**src/rtl/tinyqv_intc.sv**
```systemverilog
// TinyQV interrupt controller: per-line edge/level capture, fixed priority, mcause latch and
// vectored mtvec, with nibble-serial CSR access stepped by the core's sub-cycle counter.
module tinyqv_intc #(
   parameter int unsigned NUM_IRQ     = 4,
   parameter logic [15:0] EDGE_RESET  = 16'h0003,
   parameter logic [27:0] MTVEC_RESET = 28'h0000004
) (
   input  logic               clk,
   input  logic               rstn,
   input  logic [2:0]         counter,
   input  logic [11:0]        csr_addr,
   input  logic [1:0]         csr_op,
   input  logic [3:0]         csr_wdata,
   output logic [3:0]         csr_rdata,
   output logic               csr_hit,
   input  logic [NUM_IRQ-1:0] irq_in,
   input  logic               timer_irq,
   input  logic               global_ie,
   input  logic               take_interrupt,
   output logic               interrupt_pending,
   output logic [4:0]         mcause_code,
   output logic [27:0]        trap_vector
);

   localparam logic [11:0] AddrMie   = 12'h304;
   localparam logic [11:0] AddrMtvec = 12'h305;
   localparam logic [11:0] AddrMip   = 12'h344;
   localparam logic [11:0] AddrMtrig = 12'h7C0;

   logic [NUM_IRQ-1:0] irq_q, edge_latch, mtrig, mie_ext;
   logic [NUM_IRQ-1:0] edge_latch_d, mtrig_d, mie_ext_d;
   logic [NUM_IRQ-1:0] irq_rise, mip_ext;
   logic               mie_timer, mie_timer_d;
   logic [27:0]        mtvec, mtvec_d, vec_base;
   logic [4:0]         cause_d;
   logic [31:0]        mie_word, mip_word, mtrig_word, rd_word, enabled;
   logic               hit_mie, hit_mtvec, hit_mip, hit_mtrig, wr;

   function automatic logic upd_bit(input logic old, input logic w, input logic [1:0] op);
      case (op)
         2'b01:   upd_bit = w;
         2'b10:   upd_bit = old | w;
         2'b11:   upd_bit = old & ~w;
         default: upd_bit = old;
      endcase
   endfunction

   assign hit_mie   = (csr_addr == AddrMie);
   assign hit_mtvec = (csr_addr == AddrMtvec);
   assign hit_mip   = (csr_addr == AddrMip);
   assign hit_mtrig = (csr_addr == AddrMtrig);
   assign csr_hit   = hit_mie | hit_mtvec | hit_mip | hit_mtrig;
   assign wr        = (csr_op != 2'b00);

   assign irq_rise = irq_in & ~irq_q;
   assign mip_ext  = (mtrig & edge_latch) | (~mtrig & irq_q);

   always_comb begin
      mie_word                    = '0;
      mie_word[7]                 = mie_timer;
      mie_word[16 +: NUM_IRQ]     = mie_ext;
      mip_word                    = '0;
      mip_word[7]                 = timer_irq;
      mip_word[16 +: NUM_IRQ]     = mip_ext;
      mtrig_word                  = '0;
      mtrig_word[NUM_IRQ-1:0]     = mtrig;
      rd_word                     = '0;
      if (hit_mie)        rd_word = mie_word;
      else if (hit_mtvec) rd_word = {4'h0, mtvec};
      else if (hit_mip)   rd_word = mip_word;
      else if (hit_mtrig) rd_word = mtrig_word;
   end

   assign csr_rdata = rd_word[{counter, 2'b00} +: 4];

   assign enabled           = mip_word & mie_word;
   assign interrupt_pending = global_ie & (|enabled);

   always_comb begin
      cause_d = 5'd16;
      for (int i = int'(NUM_IRQ) - 1; i >= 0; i--) begin
         if (enabled[16+i]) cause_d = 5'(16 + i);
      end
      if (enabled[7]) cause_d = 5'd7;
   end

   always_comb begin
      mie_timer_d  = mie_timer;
      mie_ext_d    = mie_ext;
      edge_latch_d = edge_latch;
      mtrig_d      = mtrig;
      mtvec_d      = mtvec;
      if (wr && hit_mie && counter == 3'd1) begin
         mie_timer_d = upd_bit(mie_timer, csr_wdata[3], csr_op);
      end
      for (int i = 0; i < int'(NUM_IRQ); i++) begin
         if (wr && counter == 3'(4 + i / 4)) begin
            if (hit_mie) mie_ext_d[i] = upd_bit(mie_ext[i], csr_wdata[i % 4], csr_op);
            if (hit_mip && mtrig[i]) begin
               edge_latch_d[i] = upd_bit(edge_latch[i], csr_wdata[i % 4], csr_op);
            end
         end
         if (wr && hit_mtrig && counter == 3'(i / 4)) begin
            mtrig_d[i] = upd_bit(mtrig[i], csr_wdata[i % 4], csr_op);
         end
      end
      for (int b = 0; b < 28; b++) begin
         if (wr && hit_mtvec && counter == 3'(b / 4)) begin
            mtvec_d[b] = upd_bit(mtvec[b], csr_wdata[b % 4], csr_op);
         end
      end
      // A new edge beats a CSR clear; a line switched to level drops its latch.
      edge_latch_d = (edge_latch_d | (mtrig & irq_rise)) & mtrig_d;
   end

   always_ff @(posedge clk) begin
      if (!rstn) begin
         irq_q       <= '0;
         edge_latch  <= '0;
         mtrig       <= EDGE_RESET[NUM_IRQ-1:0];
         mie_ext     <= '0;
         mie_timer   <= 1'b0;
         mtvec       <= MTVEC_RESET;
         mcause_code <= '0;
      end else begin
         irq_q      <= irq_in;
         edge_latch <= edge_latch_d;
         mtrig      <= mtrig_d;
         mie_ext    <= mie_ext_d;
         mie_timer  <= mie_timer_d;
         mtvec      <= mtvec_d;
         if (take_interrupt && counter == 3'd0) mcause_code <= cause_d;
      end
   end

   assign vec_base = {mtvec[27:2], 2'b00};

   always_comb begin
      trap_vector = vec_base;
      if (mtvec[1:0] == 2'b01) trap_vector = vec_base + {21'd0, mcause_code, 2'b00};
   end

endmodule

```
**config.mk**
```make
export PLATFORM = sky130hd
export DESIGN_NAME = tinyqv_intc
export DESIGN_NICKNAME = d
export VERILOG_FILES = /design/src/rtl/tinyqv_intc.sv
export SDC_FILE = /design/constraint.sdc
export NUM_CORES = 1
export LEC_CHECK = 0
export CAP_MARGIN = 20
export CORE_UTILIZATION = 35
export DETAILED_ROUTE_END_ITERATION = 8
export PLACE_DENSITY = 0.69
export RECOVER_POWER = 25
export SYNTH_ARGS = -nofsm -noshare
export SYNTH_HDL_FRONTEND = slang
export SYNTH_SLANG_ARGS = --single-unit
```
**constraint.sdc**
```tcl
create_clock -name clk -period 3.9 [get_ports clk]
set_input_delay 0.78 -clock clk [delete_from_list [all_inputs] [get_ports clk]]
set_output_delay 0.78 -clock clk [all_outputs]
set_load 0.01 [all_outputs]
```
==> results of run 1 <==
==> cell usage after synthesis (all sizes together) (2+ instances only) <==
cell type / n / share of area, %
and3: 11 / 2.0
buf: 6 / 1.4
nor2b: 9 / 1.6
a21o: 3 / 0.64
or4b: 3 / 0.96
o211ai: 3 / 0.64
o22a: 3 / 0.75
o21ai: 48 / 6.8
nor3b: 3 / 0.64
nand2: 59 / 6.3
a221oi: 2 / 0.50
clkbuf: 21 / 2.2
nand2b: 4 / 0.71
nand4: 7 / 1.2
xnor2: 15 / 3.7
o21a: 4 / 0.85
a22oi: 2 / 0.43
or4: 2 / 0.53
and2: 6 / 1.1
nand3b: 4 / 0.85
o41ai: 4 / 1.2
or2: 2 / 0.35
nor4: 11 / 4.0
xor2: 10 / 2.5
o21bai: 2 / 0.43
a31oi: 10 / 1.8
mux2i: 10 / 2.8
ha: 4 / 1.4
nor3: 10 / 2.3
inv: 9 / 0.96
a2111oi: 2 / 0.53
a21oi: 45 / 6.4
o22ai: 2 / 0.35
nand3: 19 / 2.7
a2bb2oi: 2 / 0.50
nor2: 29 / 3.1
mux2: 7 / 2.2
or3: 3 / 0.67
dfxtp: 49 / 28
==> registers in the layout (all words and copies together) (netlist names) <==
| name | flops |
|---|---|
| edge_latch | 4 |
| mtvec | 28 |
| mcause_code | 4 |
| mie_timer | 1 |
| mtrig | 4 |
| mie_ext | 4 |
| irq_q | 4 |
==> what timing repair did <==
item	in CTS	in global routing
setup buffers	2	3
setup endpoints to repair	4	4
pin swaps	3	5
gates resized for setup	8	13
==> placed cells by master (no fill, tap or decap), types with 9 or more instances in the layout <==
cell	instances
nand3_1	19
dfxtp_1	49
a21oi_1	45
o21ai_0	41
and3_1	11
xnor2_1	15
inv_1	9
nor2_1	28
nand2_1	59
clkdlybuf4s50_1	49
a31oi_1	10
buf_4	47
mux2i_1	10
xor2_1	10
nor2b_1	9
==> where the power goes <==
part,leakage [nW],internal [W],switching [W]
Combinational,1.36,0.0000733,0.000100
Clock,0.0585,0.000209,0.000174
Sequential,0.397,0.000505,0.00000271
==> area by class of cell <==
| class | count | area, um^2 |
|---|---|---|
| fill | 987 | 5010 |
| sequential | 49 | 981 |
| clock inverter | 1 | 30.0 |
| inverter | 10 | 37.5 |
| clock buffer | 7 | 86.3 |
| timing repair buffer | 119 | 1060 |
| tap | 133 | 166 |
| multi-input combinational | 377 | 2400 |
==> worst reg2reg max path, cell delays in order (launching register included) <==
cell and delay, ps:
dfxtp_1 470, or4b_1 470, o31a_1 270, o21ai_1 140, a21oi_1 80
==> through the flow <==
step	setup TNS, ps	worst slack, ps	hold WS, ps	total power [W]
2_1_floorplan	0	511	462	0.000599
3_3_place_gp	-1380	-379	480	0.000690
3_5_place_dp	-1440	-408	495	0.000692
4_1_cts	-84.8	-51.9	504	0.00107
5_1_grt	0	1.91	549	0.00110
6_report	0	88.7	506	0.00106
==> how the worst max path moves through the flow <==
stage	to	slack [ps]	cells past startpoint
finish	csr_rdata[0]	90	8
global route	csr_rdata[0]	2	8
CTS	csr_rdata[0]	-50	8
global placement	csr_rdata[2]	-380	9
floorplan	csr_rdata[1]	510	6
detailed placement	csr_rdata[0]	-410	8
==> metal layers <==
layer | wire length [um] | share of wire, %
met4 | 287 | 2.3
met5 | 0 | 0
met1 | 5390 | 44
met2 | 6010 | 49
met3 | 644 | 5.2
==> cell families after synthesis <==
family	share of synthesized area [%]
AOI/OAI and AO/OA	23.5
xor gates and xnor gates	6.21
adders and majority gates	1.99
buffers and inverters	4.69
DFF	27.8
muxes	5.08
other	0.106
and+or+nand+nor	30.6
==> impl_results.md, run 1 <==
- Outcome: finished clean
- Global placement routability congestion: 0.925
- DRT iter0 DRCs: 293
- Worst R2R Setup Slack: 2380 ps
- Power Density: 223 nW/um^2
- Boundary Pins: 69
- Clock Tree Buf Depth: 2
- Mapped cell area: 3520 um^2
- Die X: 102 um
- Kind of end point of the critical path: output pin
- Row count: 36
- Final worst-path cycle share: 97.7%
- # hold bufs at CTS: 0
- H-tree Lvls: 2
- Total Wirelength: 12300 um
- Critical path class: input pin to output pin
- Min Clock Period, post-route: 3810 ps
- Final core occ: 48.8%
- Vias per cell: 5.60
- Clock skew: 1.98 ps
- Slowest-stage cell, CP: or4_4
- R2r startpoint: mtrig[2]
- Top FF cell, synth: dfxtp_1
- Detailed Routing Iterations Pass 1: 5
- Die Span Y: 102 um
- Ys async rst share: 0%
- Most crowded layer after global routing: met2
- CTS tree: built
- Largest net degree at the start of global routing: 26
- Worst setup SP type: input pin
- Syn avg cell area: 7.65 um^2
- CP Data Arrival Time: 3030 ps
- R2R depth: 4
- Post-route ant nets: 0
- Slew @ Worst Pin: 1180 ps
- #FFs+latches synth: 49
- Fin area: 4770 um^2
- Placed insts: 683
- Clk_lat worst skew: 300 ps
- Initial Util: 36.1%
- CP top delay family: simple AND/OR/NAND/NOR gates
- Max-cap violations: 0
- Total congestion overflow: 0
- Drt drc: 0
- Hold path cells: 2
- GRT met1 Usage: 31.0%
- Yosys warns: 0
- FF-to-FF End: edge_latch[2]
- Register area share after synthesis: 27.8%
- Hold Path End: mie_timer
- Clock root buffer: clkbuf_8
- Cell leakage power: 1.81 nW
- Nets@finish: 597
- Cts bufs inserted: 5
- Post-Layout Cell Count: 696
- Area delta synth->final: 35.2%
- Required time worst endpoint: 3120 ps
- Clock Pin Slew Worst Setup and Hold Paths: 90 ps
- Crit-path max cell delay: 570 ps
- Slew margin rel.: 21.6%
- Post-synth EDFFs: 0
- Setup Viol. Count Final: 0
- Grt met2 use: 41.7%
- Die ar.: 10500 um^2
- Hold_sp: mie_timer
- Hold Crit Class: register to register
- Fraction of layout cells with a size suffix above 1: 15.5%
- DP Area: 4600 um^2
- Hold Fails Final Rpt: 0
- TritonCTS Sinks: 49
- Peak supply drop: 0.142 mV
- Global-route wire length before repair: 19400 um
- HPWL Detailed: 9460 um
- Diodes inserted: 0
- GR Util All Layers: 24.3%
- Met3 GRT Util: 3.63%
- Critical Path, Cell by Cell: clkdlybuf4s50_1 > or3_4 > or4_4 > buf_6 > nor2_2 > a31oi_1 > o41ai_2 > buf_2
- Yosys cell types: 69
- Port Buf Inserts: 65
- Gate count after technology mapping: 461
- Core area: 9770 um^2
- Crit path from: csr_addr[7]
- CP bufs+invs: 3
- WL/cell: 17.7 um
- Number of global-route vias before repair: 3761
- Unrepaired setup endpoints after global routing: false
- CP max FO: 5
- Antenna violations before repair: 0
- Fin. max-slew vios: 0
- Fmax achieved: 262 MHz
- Via Count: 3897
Power figures use the tool's default switching activity.
==> run 2: changes to the inputs <==
- CORE_UTILIZATION: 35 -> 40
- PLACE_DENSITY: 0.69 -> 0.75
==> impl_results.md, run 2 (synthesized netlist as in run 1, its figures left out) <==
- Clock skew: 5.36 ps (+3.38 ps)
- Largest register by flop count: mtvec
- Slew @ Worst Pin: 1250 ps (+78.1 ps)
- Final worst-path cycle share: 97.5% (-0.24 points)
- Port Buf Inserts: 65 (unchanged)
- Setup Viol. Count Final: 0 (unchanged)
- Cts bufs inserted: 5 (unchanged)
- Clk_lat worst skew: 310 ps (about the same)
- Core area: 8380 um^2 (-14%)
- Area delta synth->final: 31.7%
- Global-route wire length before repair: 19000 um (-2.1%)
- DRT iter0 DRCs: 341 (+16%)
- Number of global-route vias before repair: 3626 (-3.6%)
- Largest net degree at the start of global routing: 38 (+46%)
- Boundary Pins: 69 (unchanged)
- Most frequent cells in the layout: nand2_1, clkdlybuf4s50_1, buf_4
- Row count: 33 (-8.3%)
- Total congestion overflow: 0 (unchanged)
- Clock Pin Slew Worst Setup and Hold Paths: 90 ps (about the same)
- Post-route ant nets: 0 (unchanged)
- Max-cap violations: 0 (unchanged)
- Hold Crit Class: register to register
- GR Util All Layers: 27.4% (+3.1 points)
- Critical path class: input pin to output pin
- Fin. max-slew vios: 0 (unchanged)
- Die X: 95.9 um (-6.3%)
- Global placement routability congestion: 1.00 (+8.2%)
- Unrepaired setup endpoints after global routing: false
- HPWL Detailed: 9320 um (-1.5%)
- Min Clock Period, post-route: 3800 ps (-9.49 ps)
- Nets@finish: 598 (+0.17%)
- Required time worst endpoint: 3120 ps (about the same)
- CTS tree: built
- Clock Tree Buf Depth: 2 (unchanged)
- Max reg flops: 28 (unchanged)
- TritonCTS Sinks: 49 (unchanged)
- Outcome: finished clean
- Total Wirelength: 12300 um (-0.45%)
- Worst setup SP type: input pin
- Via Count: 4025 (+3.3%)
- Detailed Routing Iterations Pass 1: 5 (unchanged)
- Vias per cell: 6.02 (+7.5%)
- Initial Util: 42.1% (+6.0 points)
- Fmax achieved: 263 MHz (+0.25%)
- Tot Pwr: 0.000977 W (-8.2%)
- Drt drc: 0 (unchanged)
- Hold Fails Final Rpt: 0 (unchanged)
- Die Span Y: 95.9 um (-6.3%)
- Fin Setup TNS: 0 ps (unchanged)
- Diodes inserted: 0 (unchanged)
- Antenna violations before repair: 0 (unchanged)
- Fraction of layout cells with a size suffix above 1: 15.8% (+0.33 points)
- # hold bufs at CTS: 0 (unchanged)
- CP Data Arrival Time: 3020 ps (about the same)
- Commonest non-fill, non-tap cell in the layout: nand2_1
- H-tree Lvls: 2 (unchanged)
- Power Density: 211 nW/um^2 (-5.7%)
- Die ar.: 9190 um^2 (-12%)
- Cell leakage power: 1.75 nW (-3.2%)
- Kind of end point of the critical path: output pin
- Clock root buffer: clkbuf_8
- WL/cell: 18.4 um (+3.6%)
- Slew margin rel.: 16.3% (-5.3 points)
- Peak supply drop: 0.130 mV (-8.9%)
- Fillers: 849 (-14%)
- CP max FO: 7 (+2)
[run 2: changes by cell type in the layout (fill, tap and decap cells not counted), moves of 2 or more]
cell,delta
buf_4,+4
clkbuf_2,+2
clkdlybuf4s50_1,+2
clkinv_2,+2
dlygate4sd2_1,+2
dlymetal6s2s_1,-6
[run 2: metal layers]
layer | share of wire, % | up-vias | GRT usage [%]
met5 | 0 | - | 0
met4 | 2.8 | 0 | 8.83
met3 | 6.6 | 31 | 3.79
met2 | 47 | 197 | 46.3
met1 | 44 | 1912 | 36.0
li1 | - | 1885 | -
[run 2: final cells by class]
class                      count  area, um^2  share of cell area, %
clock buffer                   6        72.6                   1.56
clock inverter                 2        10.0                  0.216
inverter                      10        37.5                  0.809
multi-input combinational    377        2390                   51.4
sequential                    49         981                   21.1
tap                          105         131                   2.83
timing repair buffer         120        1020                   22.0
[run 2: final timing paths]
check	from	end	slack (ps)	cells past startpoint
setup reg to reg	mtrig[2]	edge_latch[2]	2390	4
setup / recovery	csr_addr[5]	csr_rdata[0]	100	7
hold reg to reg	mie_timer	mie_timer	500	2
hold / removal	mie_timer	mie_timer	500	2
[run 2: power breakdown]
group,total (W),internal (W),switching (W)
Clock,0.000297,0.000125,0.000172
Combinational,0.000173,0.0000733,0.0000998
Sequential,0.000507,0.000505,0.00000264
[run 2: through the flow]
stage                     setup WS, ps  cell area (um^2)  instances  hold WS [ps]  utilization, %
after floorplan                    511              3530        463           462               -
after global placement            -425              4570        657           477            54.5
after detailed placement          -477              4570        657           479            54.5
after CTS                         19.1              4660        667           493            55.7
after global routing              10.2              4640        669           524            55.4
final                             98.2              4640        669           496            55.4
[run 2: what timing repair did]
action | 4_1_cts | 5_1_grt
resized for setup | 17 | 6
setup buffers | 2 | 2
pin swaps | 6 | 4
setup endpoints to repair | 4 | 7
[run 2: critical path, cell delays in order]
cell,delay (ps)
clkdlybuf4s50_1,420
or3_1,410
or4_4,520
buf_4,180
o22a_1,220
o41ai_2,300
buf_2,190
